<file path="src/rtl/draw_sequencer.sv">
// rtl/draw_sequencer.sv - in-order draw command scheduler sharing one VGA write port between three engines
module draw_sequencer #(
    parameter int FIFO_DEPTH = 4
) (
    input  logic                            CLOCK_50,
    input  logic                            rst_n,
    input  logic                            cmd_valid,
    output logic                            cmd_ready,
    input  logic [1:0]                      cmd_op,
    input  logic [2:0]                      cmd_colour,
    input  logic [7:0]                      cmd_cx,
    input  logic [6:0]                      cmd_cy,
    input  logic [7:0]                      cmd_r,
    output logic [$clog2(FIFO_DEPTH):0]     cmd_count,
    output logic                            busy,
    output logic                            bad_cmd,
    output logic [2:0]                      eng_start,
    output logic [2:0]                      eng_colour,
    output logic [7:0]                      eng_cx,
    output logic [6:0]                      eng_cy,
    output logic [7:0]                      eng_r,
    input  logic [2:0]                      eng_done,
    input  logic [23:0]                     eng_vga_x,
    input  logic [20:0]                     eng_vga_y,
    input  logic [8:0]                      eng_vga_colour,
    input  logic [2:0]                      eng_vga_plot,
    output logic [7:0]                      vga_x,
    output logic [6:0]                      vga_y,
    output logic [2:0]                      vga_colour,
    output logic                            vga_plot
);

    localparam int PW = $clog2(FIFO_DEPTH);
    localparam int CW = PW + 1;
    localparam logic [CW-1:0] DEPTH_C = CW'(FIFO_DEPTH);
    localparam int EW = 28;

    typedef enum logic [1:0] {
        IDLE    = 2'd0,
        RUN     = 2'd1,
        RELEASE = 2'd2
    } state_t;

    state_t state;

    logic [EW-1:0] mem [FIFO_DEPTH];
    logic [PW-1:0] wr_ptr;
    logic [PW-1:0] rd_ptr;
    logic [CW-1:0] count;

    logic          push;
    logic          pop;
    logic [EW-1:0] head;
    logic [1:0]    head_op;
    logic [2:0]    head_colour;
    logic [7:0]    head_cx;
    logic [6:0]    head_cy;
    logic [7:0]    head_r;

    logic [1:0]    cur_op;
    logic [2:0]    cur_colour;
    logic [7:0]    cur_cx;
    logic [6:0]    cur_cy;
    logic [7:0]    cur_r;

    logic          sel_done;
    logic [7:0]    sel_x;
    logic [6:0]    sel_y;
    logic [2:0]    sel_colour;
    logic          sel_plot;

    function automatic logic [2:0] op_onehot(input logic [1:0] op);
        case (op)
            2'd0:    op_onehot = 3'b001;
            2'd1:    op_onehot = 3'b010;
            2'd2:    op_onehot = 3'b100;
            default: op_onehot = 3'b000;
        endcase
    endfunction

    // Ready depends only on occupancy, so a full FIFO refuses even when a pop happens the same cycle
    assign cmd_ready = (count < DEPTH_C);
    assign push      = cmd_valid && cmd_ready;
    assign pop       = (state == IDLE) && (count != '0);
    assign cmd_count = count;
    assign busy      = (count != '0) || (state != IDLE);

    assign head        = mem[rd_ptr];
    assign head_op     = head[27:26];
    assign head_colour = head[25:23];
    assign head_cx     = head[22:15];
    assign head_cy     = head[14:8];
    assign head_r      = head[7:0];

    assign eng_colour = cur_colour;
    assign eng_cx     = cur_cx;
    assign eng_cy     = cur_cy;
    assign eng_r      = cur_r;

    // Command storage; contents need no reset because occupancy gates every read
    always_ff @(posedge CLOCK_50) begin
        if (push) begin
            mem[wr_ptr] <= {cmd_op, cmd_colour, cmd_cx, cmd_cy, cmd_r};
        end
    end

    // FIFO pointers and occupancy; pointers wrap naturally at the power-of-two depth
    always_ff @(posedge CLOCK_50) begin
        if (!rst_n) begin
            wr_ptr <= '0;
            rd_ptr <= '0;
            count  <= '0;
        end else begin
            if (push) begin
                wr_ptr <= wr_ptr + 1'b1;
            end
            if (pop) begin
                rd_ptr <= rd_ptr + 1'b1;
            end
            case ({push, pop})
                2'b10:   count <= count + 1'b1;
                2'b01:   count <= count - 1'b1;
                default: count <= count;
            endcase
        end
    end

    // Select the current engine's done and pixel lanes; the reserved op selects nothing
    always_comb begin
        sel_done   = 1'b0;
        sel_x      = '0;
        sel_y      = '0;
        sel_colour = '0;
        sel_plot   = 1'b0;
        case (cur_op)
            2'd0: begin
                sel_done   = eng_done[0];
                sel_x      = eng_vga_x[7:0];
                sel_y      = eng_vga_y[6:0];
                sel_colour = eng_vga_colour[2:0];
                sel_plot   = eng_vga_plot[0];
            end
            2'd1: begin
                sel_done   = eng_done[1];
                sel_x      = eng_vga_x[15:8];
                sel_y      = eng_vga_y[13:7];
                sel_colour = eng_vga_colour[5:3];
                sel_plot   = eng_vga_plot[1];
            end
            2'd2: begin
                sel_done   = eng_done[2];
                sel_x      = eng_vga_x[23:16];
                sel_y      = eng_vga_y[20:14];
                sel_colour = eng_vga_colour[8:6];
                sel_plot   = eng_vga_plot[2];
            end
            default: begin
                sel_done   = 1'b0;
            end
        endcase
    end

    // Adapter port is driven by the selected engine only while it is running, otherwise held at zero
    always_comb begin
        vga_x      = '0;
        vga_y      = '0;
        vga_colour = '0;
        vga_plot   = 1'b0;
        if (state == RUN) begin
            vga_x      = sel_x;
            vga_y      = sel_y;
            vga_colour = sel_colour;
            vga_plot   = sel_plot;
        end
    end

    // Sequencing FSM: pop in IDLE, hold start until done, then wait for done to clear before the next pop
    always_ff @(posedge CLOCK_50) begin
        if (!rst_n) begin
            state      <= IDLE;
            eng_start  <= '0;
            bad_cmd    <= 1'b0;
            cur_op     <= '0;
            cur_colour <= '0;
            cur_cx     <= '0;
            cur_cy     <= '0;
            cur_r      <= '0;
        end else begin
            bad_cmd <= 1'b0;
            case (state)
                IDLE: begin
                    if (pop) begin
                        cur_op     <= head_op;
                        cur_colour <= head_colour;
                        cur_cx     <= head_cx;
                        cur_cy     <= head_cy;
                        cur_r      <= head_r;
                        if (head_op == 2'd3) begin
                            bad_cmd <= 1'b1;
                        end else begin
                            state     <= RUN;
                            eng_start <= op_onehot(head_op);
                        end
                    end
                end
                RUN: begin
                    if (sel_done) begin
                        state     <= RELEASE;
                        eng_start <= '0;
                    end
                end
                RELEASE: begin
                    eng_start <= '0;
                    if (!sel_done) begin
                        state <= IDLE;
                    end
                end
                default: begin
                    state     <= IDLE;
                    eng_start <= '0;
                end
            endcase
        end
    end

endmodule
</file>
<file path="config.mk">
export PLATFORM = sky130hd
export DESIGN_NAME = draw_sequencer
export DESIGN_NICKNAME = d
export VERILOG_FILES = /design/src/rtl/draw_sequencer.sv
export SDC_FILE = /design/constraint.sdc
export NUM_CORES = 1
export LEC_CHECK = 0
export BUFFER_PORTS_ARGS = -buffer_cell sky130_fd_sc_hd__buf_2
export CAP_MARGIN = 20
export CELL_PAD_IN_SITES_DETAIL_PLACEMENT = 0
export CELL_PAD_IN_SITES_GLOBAL_PLACEMENT = 1
export CORE_MARGIN = 2
export CORE_UTILIZATION = 43
export DETAILED_ROUTE_END_ITERATION = 16
export GPL_ROUTABILITY_DRIVEN = 0
export PLACE_DENSITY = 0.83
export SYNTH_ARGS = -nofsm -noshare
export SYNTH_HDL_FRONTEND = slang
export SYNTH_SLANG_ARGS = --single-unit
</file>
<file path="constraint.sdc">
create_clock -name CLOCK_50 -period 3.1 [get_ports CLOCK_50]
set_clock_uncertainty 0.2 [all_clocks]
set_input_delay 0.155 -clock CLOCK_50 [delete_from_list [all_inputs] [get_ports CLOCK_50]]
set_output_delay 0.155 -clock CLOCK_50 [all_outputs]
set_load 0.05 [all_outputs]
</file>
# Word-level counts from Yosys, hierarchy flattened
# Memories as Yosys holds them, arrays and structs flattened. A register that Yosys moved wholly into a read port is not among the register bits.
# Index checks and enable logic that the tools add are counted.
# classes
div,0
n_shift,0
reduce_logical,13
muxes,25
n_bitwise,0
n_eq_ne,13
order_cmp,1
mul,0
n_addsub,4
# op_table
op,n
8-bit case mux with 3 select lines,1
7-bit case mux with 3 select lines,1
3-bit case mux with 3 select lines,2
2-bit two-way mux,6
3-bit two-way mux,4
3-bit case mux with 2 select lines,2
"2-bit equality test, second input constant",5
"2-bit by 1-bit equality test with 1-bit output, second input constant",4
8-bit two-way mux,1
"2-bit inequality test, second input constant",4
7-bit two-way mux,1
2-bit logical NOT,3
1-bit case mux with 3 select lines,2
2-bit case mux with 3 select lines,1
3-bit AND reduction,2
"2-bit by 1-bit adder with 2-bit output, second input constant",2
1-bit two-way mux,4
4-bit AND reduction,1
2-bit nonzero test,2
"3-bit by 1-bit adder with 3-bit output, second input constant",1
"3-bit < comparator, second input constant",1
3-bit nonzero test,1
"3-bit by 1-bit subtractor with 3-bit output, second input constant",1
1-bit logical AND,2
other kinds (2),2
# word_totals
word_cells,68
mem_bits_rw,112
regBits,41
latch_bits,0
memories,1
rom_bits,0
# mem_list
memory,depth,width,read_ports,rd_ports_with_merged_regs,wr,line,rtl
mem,4,28,1,1,1,46,logic [EW-1:0] mem [FIFO_DEPTH];

# Logic depth before layout (Yosys ltp)
# depth
depth_word,5
depth_mapped,11
mapped_depth_nobuf,9

# Worst setup path after synthesis
# Ideal clock, no wire load.
# synth_path
path_kind,reg-to-reg
startpoint,"register count[2], in the netlist cmd_count[2]"
endpoint,"register count[2], in the netlist cmd_count[2]"
path_stages_with_launch,12
setup_ns,0.070
n_path_buf,2
slack_ns,0.134
required_ns,2.830
arrival_time_ns,2.696
synth_period_minus_slack_ns,2.966
path_cell_list,dfxtp_1 nor3_2 or3_1 buf_2 inv_2 buf_2 ha_1 inv_1 fa_1 xor2_1 or3_1 a21oi_1
# synth_via
elab_chain_len,4
word_cells_on_any_way,10
# synth_rtl
item,line,rtl
from (decl),49,logic [CW-1:0] count;
from (signal assigned),121,2'b10: count <= count + 1'b1;
from (signal assigned),122,2'b01: count <= count - 1'b1;
from (signal assigned),123,default: count <= count;
3-bit nonzero test *,84,assign pop = (state == IDLE) && (count != '0);
1-bit logical AND *,84,
named net pop,52,logic pop;
2-bit by 1-bit equality test with 1-bit output or 2-bit equality test (tied branches),120,"case ({push, pop})"
3-bit case mux with 2 select lines or 2-bit nonzero test (tied branches),-,
# The timed path passes the listed nets; every way through them passes the cells marked *.
# A chain may end at the register's enable or synchronous reset.

# Final worst setup path
# layout_path
startpoint,register state[0]
endpoint,output port vga_y[4]
# layout_via
elab_chain_len,2
# layout_rtl
item,line,rtl
from (decl),44,state_t state;
from (signal assigned),180,state <= IDLE;
from (signal assigned),201,state <= RUN;
from (signal assigned),208,state <= RELEASE;
2-bit by 1-bit equality test with 1-bit output,169,if (state == RUN) begin
7-bit two-way mux,169,
to (decl),28,"output logic [6:0] vga_y,"
# Every way passes these cells.

==> results.toml <==
[status]
status = "finished, final reports clean"

[timing]
max_freq_ghz = 0.3852
maxSlewViolCount = 0
hold_viol = 0
finalSetupTns_ns = 0
fin_crit_sh_pct = 83.75
tightest_slew_ns = 0.7395
setup_violations = 0
slew_headroom_pct = 50.63
rsz0062_at_grt = "false"
period_needed_ns = 2.596
holdWs_ns = 0.1050

[floorplan]
row_count = 43
io_pins = 145
die_h_um = 124.1
fp.dieW_um = 124.1
core_um2 = 13990
die_area_um2 = 15390
start_util_pct = 44.30

[finish]
antennaDiodeCount = 0
drive_gt1_share_pct = 34.92
area_growth_pct = 28.85
layout.nets = 714
fin_util_pct = 57.08
seqCellArea_um2 = 4225
multi_input_area_um2 = 1810
fillCellCount = 1137

[clock_network]
clkTransAtPathRegs_ns = 0.06
numClockSinks = 155
post_cts_resized = 0
cts_buffers = 17
cts_root_buf = "clkbuf_16"
clock_latency_ns = 0.42
clockBufferDepth = 2
cts_tree = "yes"
htree_levels = 4

[logic_synthesis]
syn_area_um2 = 6197
ys_types = 35
synthArstFlopShare_pct = 0
syn_area_per_cell_um2 = 14.21
ys_warn_count = 0
synth.ff_latch_count = 155
synth-edff-count = 112
syn_inst = 436
ys_seq_area_share_pct = 68.16
ys.flop_type = "edfxtp_1"
syn_nets = 533

[critical_path]
worstRegToRegCells = 9
end_kind = "output port"
cp_data_required_time_ns = 2.74
worstSetupPathType = "register to output port"
worst-path-max-fanout = 19
arrival_ns = 2.24
cp_slowest_cell = "nand3b_1"
reg2reg_to = "cmd_count[2]$_SDFFE_PN0P_"
crit_path_cell_trace = "nand3b_1 -> nor2_1 -> buf_2"
rrSetupSlack_ns = 0.63
cpPeakStageDelay_ns = 0.60
start_kind = "register"
worstReg2RegStart = "cmd_count[2]$_SDFFE_PN0P_"

[grt]
first_global_vias = 4088
grt_max_degree = 38
antenna_found_initial = 0
grt_pass1_wl_um = 20310
grt_usage_pct = 18.15
overflow = 0

[hold_path]
hp-class = "input pin to register"
hp-start = "cmd_valid"
holdPathEnd = "wr_ptr[1]$_SDFFE_PN0P_"
hold_depth = 4

[drt]
vias = 4112
vias_per_cell = 5.077
routed_wl_um = 13600
drt_pre_antenna_iters = 4
ant_nets = 0
wire_per_inst_um = 16.79
drcViolationCount = 0
drtIter0Drc = 193

[power_and_ir_drop]
powerDensity_nw_per_um2 = 990.6
max-vdd-ir-drop_mv = 0.6307
power.leakage_nw = 3.061

[placement]
dp_hpwl_um = 8738
io_buffer_count = 144

[flow_run]
maxCapViolations = 0
-- repair_timing --
action,CTS,global route
setup buffers,0,0
hold buffers,31,0
hold endpoints to repair,117,0
-- final cells by class --
| cell class | count | share of cell area (%) |
|---|---|---|
| multi-input combinational | 245 | 22.67 |
| inverter | 10 | 0.4701 |
| tap | 180 | 2.820 |
| sequential | 155 | 52.91 |
| clock buffer | 22 | 5.813 |
| clock inverter | 10 | 1.175 |
| timing repair buffer | 188 | 14.13 |
-- per-stage QoR --
step	instance area (um2)	worst slack (ns)	power [W]	cells
global route	7985	0.3523	0.008336	810
finish	7985	0.5038	0.007910	810
detailed placement	7117	0.6413	0.006026	747
global placement	7117	0.7540	0.005939	747
CTS	7985	0.4800	0.008001	810
floorplan	6197	0.1340	0.005243	436
-- kinds of logic after synthesis --
logic type | after synthesis | share of synthesized area, %
AOI/OAI and AO/OA | 60 | 5.310
DFF | 155 | 68.16
adders and majority gates | 6 | 1.333
muxes | 48 | 13.41
xor gates and xnor gates | 5 | 0.7068
and+or+nand+nor | 126 | 8.459
buffers and inverters | 36 | 2.625
-- critical path, delay by kind of cell, from the launching register on --
family                 cells  cell delay [ns]
buffers and inverters      1             0.31
DFF                        1             0.54
and+or+nand+nor            2             0.97
-- registers in the layout, indices dropped and copies added, names as in the netlist, named ones only --
register	count
eng_colour	3
cur_op	2
eng_r	8
cmd_count	3
eng_start	3
wr_ptr	2
state	2
eng_cy	7
bad_cmd	1
rd_ptr	2
eng_cx	8
mem	112
-- routing by layer --
layer  vias up  global-route usage, %  part of all wire, %  routed length [um]
met3        15                  5.311                  7.4                1000
met5         -                      0                    0                   0
met1      1986                  20.20                   40                5448
met4         0                  6.601                  1.4                 191
met2       154                  32.86                   51                6957
li1       1957                      -                    -                   -
-- worst max path at each step --
stage,start,slack [ns],endpoint
global placement,cmd_count[2]$_SDFFE_PN0P_,0.75,cmd_count[2]$_SDFFE_PN0P_
floorplan,cmd_count[2]$_SDFFE_PN0P_,0.13,cmd_count[2]$_SDFFE_PN0P_
detailed placement,cmd_count[2]$_SDFFE_PN0P_,0.64,cmd_count[2]$_SDFFE_PN0P_
CTS,state[0]$_SDFFE_PN0P_,0.48,vga_y[4]
finish,state[0]$_SDFFE_PN0P_,0.50,vga_y[4]
global route,state[0]$_SDFFE_PN0P_,0.35,vga_y[4]
-- report_power, final --
part / internal [W] / switching (W)
Combinational: 0.000962 / 0.00219
Sequential: 0.00261 / 0.000216
Clock: 0.00114 / 0.000786
-- layout by cell type (no fill, tap or decap), drive strengths merged, types with 11 or more instances in the layout --
cell type    netlist  layout
a21oi             52      52
buf               17     157
clkbuf             9      22
dfxtp             43      43
dlygate4sd3        0      31
edfxtp           112     112
inv               10      11
mux2i             20      20
mux4              28      28
nand2             60      60
nor2              49      49
-- Yosys cell counts (3+ instances only) --
library cell / number / share of area, %
buf_1: 3 / 0.18
nand2_1: 59 / 3.6
ha_1: 5 / 1.0
nor2_1: 49 / 3.0
or3_1: 3 / 0.30
mux2i_1: 20 / 3.2
and2_1: 4 / 0.40
buf_2: 12 / 0.97
dfxtp_1: 43 / 14
xor2_1: 3 / 0.42
clkbuf_1: 8 / 0.48
a21oi_1: 52 / 4.2
mux4_2: 28 / 10
inv_1: 8 / 0.48
edfxtp_1: 112 / 54
Power figures use the tool's default switching activity.
